[src/rtl/sha_pad_pkg.sv]
// Shared types and constants for the SHA-384/512 message padder.
// 64-bit words, 16-word blocks, 128-bit length trailer.
package sha_pad_pkg;

    localparam int WORD_W      = 64;
    localparam int BLOCK_WORDS = 16;
    localparam int IDX_W       = $clog2(BLOCK_WORDS);
    localparam int LEN_W       = 128;

    localparam logic [IDX_W-1:0] LEN_HI_IDX = 4'd14;

    typedef enum logic [2:0] {
        ST_MSG,
        ST_ZERO,
        ST_LEN_HI,
        ST_LEN_LO,
        ST_DONE
    } state_t;

endpackage

[src/rtl/sha_pad_mask.sv]
// Final-word shaping: keep the top k bits, insert the '1' pad bit
// directly below them and clear everything further down.
module sha_pad_mask
    import sha_pad_pkg::*;
(
    input  logic [WORD_W-1:0] word_in,
    input  logic [5:0]        k,
    output logic [WORD_W-1:0] word_out
);

    localparam logic [WORD_W-1:0] ONES = '1;
    localparam logic [WORD_W-1:0] PAD  = {1'b1, {(WORD_W-1){1'b0}}};

    assign word_out = (word_in & ~(ONES >> k)) | (PAD >> k);

endmodule

[src/rtl/sha_padding.sv]
// Streaming SHA-384/512 padder: passes message words, then emits the
// pad bit, zero fill and the 128-bit big-endian bit length.
module sha_padding
    import sha_pad_pkg::*;
(
    input  logic              clk,
    input  logic              reset,
    input  logic [WORD_W-1:0] word_in,
    input  logic [6:0]        word_in_bits,
    input  logic              next_word,
    output logic [WORD_W-1:0] word_out,
    output logic              msg_complete
);

    state_t           state;
    logic [IDX_W-1:0] idx;
    logic [LEN_W-1:0] len;

    logic              full;
    logic [6:0]        eff_bits;
    logic [IDX_W-1:0]  idx_inc;
    logic [WORD_W-1:0] masked;
    logic [WORD_W-1:0] msg_word;
    logic              start;

    // Bit counts above 64 count as a full word.
    assign full     = word_in_bits[6];
    assign eff_bits = full ? 7'd64 : word_in_bits;
    assign idx_inc  = idx + 4'd1;

    sha_pad_mask u_mask (
        .word_in  (word_in),
        .k        (word_in_bits[5:0]),
        .word_out (masked)
    );

    assign msg_word = full ? word_in : masked;

    // A zero-length word in DONE is not a new message.
    assign start = (state == ST_MSG) ||
                   ((state == ST_DONE) && (word_in_bits != 7'd0));

    always_comb begin
        word_out = '0;
        unique case (state)
            ST_MSG:    word_out = msg_word;
            ST_ZERO:   word_out = '0;
            ST_LEN_HI: word_out = len[LEN_W-1:WORD_W];
            ST_LEN_LO: word_out = len[WORD_W-1:0];
            ST_DONE:   word_out = start ? msg_word : '0;
            default:   word_out = '0;
        endcase
    end

    always_ff @(posedge clk or negedge reset) begin
        if (!reset) begin
            state        <= ST_MSG;
            idx          <= '0;
            len          <= '0;
            msg_complete <= 1'b0;
        end else if (next_word) begin
            unique case (state)
                ST_MSG, ST_DONE: begin
                    if (start) begin
                        if (state == ST_DONE)
                            len <= LEN_W'(eff_bits);
                        else
                            len <= len + LEN_W'(eff_bits);
                        idx          <= idx_inc;
                        msg_complete <= 1'b0;
                        if (full)
                            state <= ST_MSG;
                        else if (idx_inc == LEN_HI_IDX)
                            state <= ST_LEN_HI;
                        else
                            state <= ST_ZERO;
                    end
                end
                ST_ZERO: begin
                    idx <= idx_inc;
                    if (idx_inc == LEN_HI_IDX)
                        state <= ST_LEN_HI;
                end
                ST_LEN_HI: begin
                    idx   <= idx_inc;
                    state <= ST_LEN_LO;
                end
                ST_LEN_LO: begin
                    idx          <= '0;
                    msg_complete <= 1'b1;
                    state        <= ST_DONE;
                end
                default: state <= ST_MSG;
            endcase
        end
    end

endmodule

[config.mk]
export PLATFORM = sky130hd
export DESIGN_NAME = sha_padding
export DESIGN_NICKNAME = d
export VERILOG_FILES = /design/src/rtl/sha_pad_pkg.sv /design/src/rtl/sha_pad_mask.sv /design/src/rtl/sha_padding.sv
export SDC_FILE = /design/constraint.sdc
export NUM_CORES = 1
export LEC_CHECK = 0
export ABC_CLOCK_PERIOD_IN_PS = 4350
export BUFFER_PORTS_ARGS = -buffer_cell sky130_fd_sc_hd__buf_2
export CAP_MARGIN = 20
export CORE_MARGIN = 2
export CORE_UTILIZATION = 30
export CTS_CLUSTER_SIZE = 14
export DETAILED_ROUTE_END_ITERATION = 8
export GPL_TIMING_DRIVEN = 0
export HOLD_SLACK_MARGIN = 0.05
export PLACE_DENSITY = 0.51
export SYNTH_ARGS = -nofsm -noshare
export SYNTH_HDL_FRONTEND = slang
export SYNTH_HIERARCHICAL = 1
export SYNTH_SLANG_ARGS = --single-unit
[constraint.sdc]
create_clock -name clk -period 4.35 [get_ports clk]
set_clock_uncertainty 0.05 [all_clocks]
set_input_delay 0.2175 -clock clk [delete_from_list [all_inputs] [get_ports clk]]
set_output_delay 0.2175 -clock clk [all_outputs]
set_load 0.02 [all_outputs]
==> metrics.txt, run 1 <==
R2R Setup Slk 0.30 ns; adder-cell share of the synthesized area 0.0122; status finished, final reports clean; Clock Path Buffers 2; CP delay by family, top buffers and inverters; Seq/Total Area, Yosys 0.313; syn_nets 1,468; Routed Antenna Nets 0; endpoints failing setup 0; CP bufs+invs 2; Highest Clock Rate 0.247 GHz; CP Launch Type flop; fill count 3,817; most frequent cell on the critical path clkbuf_1; ys flop type dfrtp_1; yosys warns 6; final hold vios 0; dominant cell type by area after synthesis dfrtp_1; critical path cell sequence ha_1 -> fa_1 -> a211oi_1 -> o211ai_1 -> nand4_1 -> clkbuf_1 -> clkbuf_1 -> nor4_1 -> xnor2_1 -> nor2_1; htree depth 4; Num CTS Buffers 17; Avg Inst Size Synth 7.87 um2; commonest non-fill, non-tap cell in the layout buf_2; max-slew violation count 0; DR pass1 iterations 5; vias per cell 6.06; minimum hold slack 0.263 ns; XOR/XNOR share of the synthesized area 0.0571; gpl congestion 0.940; clock slew at reported path FFs 0.06 ns; core area 35,700 um2; worst path arrival time 4.29 ns; CP Class reg -> reg; root buffer cell clkbuf_16; worst rel slew slack 0.284; layout cell share with drive strength beyond 1 0.158; Setup TNS 0 ns; largest family of logic cells by synthesized area simple AND/OR/NAND/NOR gates; row cnt 69; number of global-route vias before repair 11,400; Lkg Pwr 5.16 nW; netlist area before placement 10,900 um2; Slew @ Worst Pin 1.07 ns; Via Count 12,300; Die ar. 37,800 um2; worst-path fanout max 10; Overflow after GRT 0; Total Routing Usage GR 0.293; worst min-delay path category in -> reg; largest net degree at the start of global routing 72; Post-Synth Simple-Gate Area 0.302; Critical Path Max Stage Delay 0.73 ns; first-pass GRT wire length 81,100 um; PortBufs 138; number of synthesized flops with an enable pin 0; post-synthesis mux area share 0.0706; Routed WL 56,000 um; Finished Core Util 0.361; Seq cells post-synth 136; P per Cell Area 373 nW/um2; Max Cap Viol 0; Syn Inst Count 1,384; Peak VDD IR 280 uV; final net count 1,634; WL per Instance 27.7 um; Remaining DRCs 0; CP endpoint kind flop; Iteration-0 DRC Markers 1,361; Yosys top cell area share 0.313; Die H 194 um; top post-synthesis cells by area dfrtp_1 (31%), mux2i_1 (6.7%), o21ai_0 (5.1%); post-CTS setup repair buffer count 0; Area Growth Syn to Fin 18.3%; Netlist cell types 76; fin crit share 0.932; Worst path slowest cell clkbuf_1; Synth Area in Compound Gates 0.200; CTS tree yes; CTS sink cnt 136; most frequent cells in the layout buf_2 (153), dfrtp_1 (136), nor2_1 (135); ys async rst share 1.00; antenna violations before repair 0; IO Pins 139; RSZ-0062 raised after global routing no; # diodes 0; minimum clock period 4.05 ns; total power 4.80 mW; die span in x 194 um; post-DP HPWL 44,200 um; Initial Util 0.305; worst-skew pair later-pin latency 0.44 ns; Critical Path RT 4.59 ns
[timing repair]
item / in CTS / in global routing
hold buffers: 2 / 0
hold endpoints to repair: 71 / 0
gates resized for setup: 0 / 2
setup endpoints to repair: 0 / 1
[Yosys cell counts (11+ instances only)]
master,n
dfrtp_1,136
nor2_1,135
o21ai_0,111
nand2_1,106
a21oi_1,83
nand3_1,78
mux2i_1,73
a22oi_1,66
clkbuf_1,64
nand4_1,59
nor3_1,57
xnor2_1,55
nor4_1,38
inv_1,32
or3_1,32
and3_1,21
o21ai_1,19
xor2_1,16
or4_1,14
buf_2,12
a31o_2,11
[cell families (layout without fill, tap and decap cells)]
kind of cell	count (synthesis)	in the layout
AO/OA/AOI/OAI	355	355
buffers and inverters	118	297
flip-flops	136	136
XOR/XNOR	71	71
adder cells (fa/ha/maj)	10	10
AND/OR/NAND/NOR	618	618
multiplexers	76	76
[worst paths after layout]
kind,startpoint,depth (start not counted),to
max,len[0],10,len[90]
min,word_in_bits[4],4,len[4]
max reg2reg,len[0],10,len[90]
min reg2reg,msg_complete,2,msg_complete
max in group asynchronous,reset,3,len[113]
min in group asynchronous,reset,2,idx[2]
[where the power goes]
| part | internal, mW | switching, mW | total, mW | leakage, nW |
|---|---|---|---|---|
| Clock | 0.988 | 0.599 | 1.59 | 0.306 |
| Sequential | 1.38 | 0.132 | 1.52 | 1.80 |
| Combinational | 0.513 | 1.18 | 1.70 | 3.06 |
[worst min-delay path: cells and delay by family]
family,cells,cell delay [ns]
AOI/OAI and AO/OA,1,0.07
and+or+nand+nor,2,0.25
buffers and inverters,1,0.16
[registers in the layout (all words and copies together) (netlist names)]
signal and flops:
len 128, idx 4, msg_complete 1, state 3
[layer usage]
| metal | global-route usage | share of wire | vias up | wire [um] |
|---|---|---|---|---|
| met4 | 0.149 | 0.053 | 0 | 2980 |
| met1 | 0.385 | 0.41 | 5950 | 23100 |
| met3 | 0.0526 | 0.089 | 130 | 4980 |
| met2 | 0.463 | 0.45 | 698 | 24900 |
| li1 | - | - | 5490 | - |
| met5 | 0 | 0 | - | 0 |
[through the flow]
stage | setup slack [ns] | std cells | area, um2
4_1_cts | 0.183 | 2024 | 12900
6_report | 0.297 | 2024 | 12900
5_1_grt | 0.147 | 2024 | 12900
3_3_place_gp | 0.0556 | 1983 | 12200
2_1_floorplan | 1.46 | 1384 | 10900
3_5_place_dp | 0.0655 | 1990 | 12200
[area by class of cell]
class                      instances  area [um2]  area share
multi-input combinational       1130        6990       0.543
sequential                       136        3400       0.264
buffer                            85         373      0.0290
timing repair buffer             147         779      0.0606
tap                              461         577      0.0448
clock buffer                      20         457      0.0355
clock inverter                    12         173      0.0134
inverter                          33         124     0.00962
(Power assumes the default switching activity.)
==> inputs of run 2 (changes only) <==
ABC_CLOCK_PERIOD_IN_PS = 4100   (was 4350)
clock period = 4.1 ns   (was 4.35 ns; I/O delays follow)
==> run 2 against run 1 <==
Compared with the run above:
- sequential cell count unchanged
- utilization about the same
- sequential share of layout area about the same
- setup slack worse by 0.081 ns
- design area up 0.11%
- via count up 0.29%
- sequential power up 6%
- critical path type unchanged
- largest cell class unchanged
- largest power group unchanged
- highest routed layer unchanged
==> metrics.txt, run 2 (synthesis gave the netlist of run 1 again) <==
Critical Path Source len[0]; Top Registers len: 128 flops, idx: 4 flops, state: 3 flops; design area 12,900 um2; Routed Antenna Nets 0; worst path arrival time 4.12 ns; Setup TNS 0 ns; CP Class reg -> reg; RSZ-0062 raised after global routing no; Routed WL 56,100 um; status finished, final reports clean; Area Growth Syn to Fin 18.4%; Largest Register len; Finished Core Util 0.361; minimum clock period 3.88 ns; Via Count 12,300; Highest Clock Rate 0.257 GHz; switching portion of total power 0.400; PortBufs 138; row cnt 69; DP Area 12,200 um2; Die H 194 um; Worst path slowest cell clkbuf_1; fill count 3,812; Iteration-0 DRC Markers 1,350; post-CTS setup repair buffer count 0; max FFs per register 128; Lkg Pwr 5.17 nW; worst min-delay path category in -> reg; first-pass GRT wire length 81,100 um; Initial Util 0.305; Comb power frac 0.354; Clock Power Share 0.331; largest net degree at the start of global routing 72; most frequent cells in the layout buf_2 (153), dfrtp_1 (136), nor2_1 (135); endpoints failing setup 0; Peak VDD IR 300 uV; antenna violations before repair 0; Max Cap Viol 0; P per Cell Area 396 nW/um2; worst-skew pair later-pin latency 0.44 ns; fin crit share 0.947; Num CTS Buffers 17; worst rel slew slack 0.280; root buffer cell clkbuf_16; Clock Path Buffers 2; worst hold start word_in_bits[2]; Critical Path Max Stage Delay 0.63 ns; max-slew violation count 0; critical path cell sequence ha_1 -> fa_1 -> a211oi_1 -> o211ai_1 -> nand4_1 -> clkbuf_1 -> clkbuf_1 -> nor3_1 -> xnor2_1 -> nor2_1; Hold Path Stages 4; layout cell share with drive strength beyond 1 0.161; post-DP HPWL 44,200 um; WL per Instance 27.7 um; Reg2Reg Depth 10; final net count 1,634; most frequent cell on the critical path clkbuf_1; CTS sink cnt 136; core area 35,700 um2; Total Routing Usage GR 0.293; Overflow after GRT 0; die span in x 194 um; gpl congestion 0.940; DR pass1 iterations 5; CTS tree yes; clock slew at reported path FFs 0.06 ns; IO Pins 139; Die ar. 37,800 um2; final hold vios 0; CP Launch Type flop; htree depth 4; total power 5.10 mW; Critical R2R Launch len[0]; number of global-route vias before repair 11,400; commonest non-fill, non-tap cell in the layout buf_2; Slew @ Worst Pin 1.08 ns; P_sw 2.04 mW; # diodes 0; CP endpoint kind flop; Remaining DRCs 0; worst-path fanout max 10; vias per cell 6.08; Reg power frac 0.316; Critical Path RT 4.34 ns; internal power 3.06 mW
==> run 2: cell counts in the layout (fill, tap and decap cells not counted) <==
No cell type changed its count.
==> run 2: final timing paths <==
path | slack [ns] | end
worst max-delay path | 0.22 | len[64]
max in group asynchronous | 2.87 | len[113]
min in group asynchronous | 0.32 | idx[2]
worst min-delay path | 0.24 | len[2]
worst min register to register | 0.43 | msg_complete
worst max register to register | 0.22 | len[64]
==> run 2: critical path, delay by kind of cell, from the launching register on <==
family	cells	cell delay (ns)
xor+xnor	1	0.16
compound gates	2	0.65
fa+ha+maj	2	0.68
flops	1	0.42
buf+inv	2	1.18
simple gates	3	0.58
==> run 2: timing repair <==
item	4_1_cts	5_1_grt
hold buffers	2	0
resized for setup	1	6
hold endpoints to repair	72	0
setup endpoints to repair	1	19
==> run 2: through the flow <==
stage	hold slack [ns]	cells	setup WS, ns
finish	0.243	2024	0.216
floorplan	-0.141	1384	1.22
global placement	0.418	1983	-0.182
global route	0.265	2024	0.0863
detailed placement	0.244	1990	-0.172
CTS	0.242	2024	0.154
==> run 2: cell type report <==
| cell class | count | area [um2] | share of cell area |
|---|---|---|---|
| Inverter | 33 | 124 | 0.00961 |
| Tap cell | 461 | 577 | 0.0448 |
| Timing Repair Buffer | 147 | 779 | 0.0605 |
| Sequential cell | 136 | 3400 | 0.264 |
| Buffer | 85 | 375 | 0.0291 |
| Clock inverter | 12 | 173 | 0.0134 |
| Clock buffer | 20 | 457 | 0.0354 |
| Multi-Input combinational cell | 1130 | 7000 | 0.543 |
==> run 2: per-layer routing <==
layer	vias up	part of all wire	global-route usage
met5	-	0	0
met4	0	0.054	0.149
met3	141	0.088	0.0526
met2	701	0.44	0.463
met1	5967	0.41	0.385
li1	5495	-	-
==> run 2: power groups by stage <==
stage | clock network, mW | registers [mW] | logic, mW
6_report | 1.69 | 1.61 | 1.80
5_1_grt | 1.75 | 1.63 | 1.94
4_1_cts | 1.70 | 1.60 | 1.78
3_5_place_dp | 0 | 1.63 | 1.77
3_3_place_gp | 0 | 1.63 | 1.76
2_1_floorplan | 0 | 1.58 | 1.08
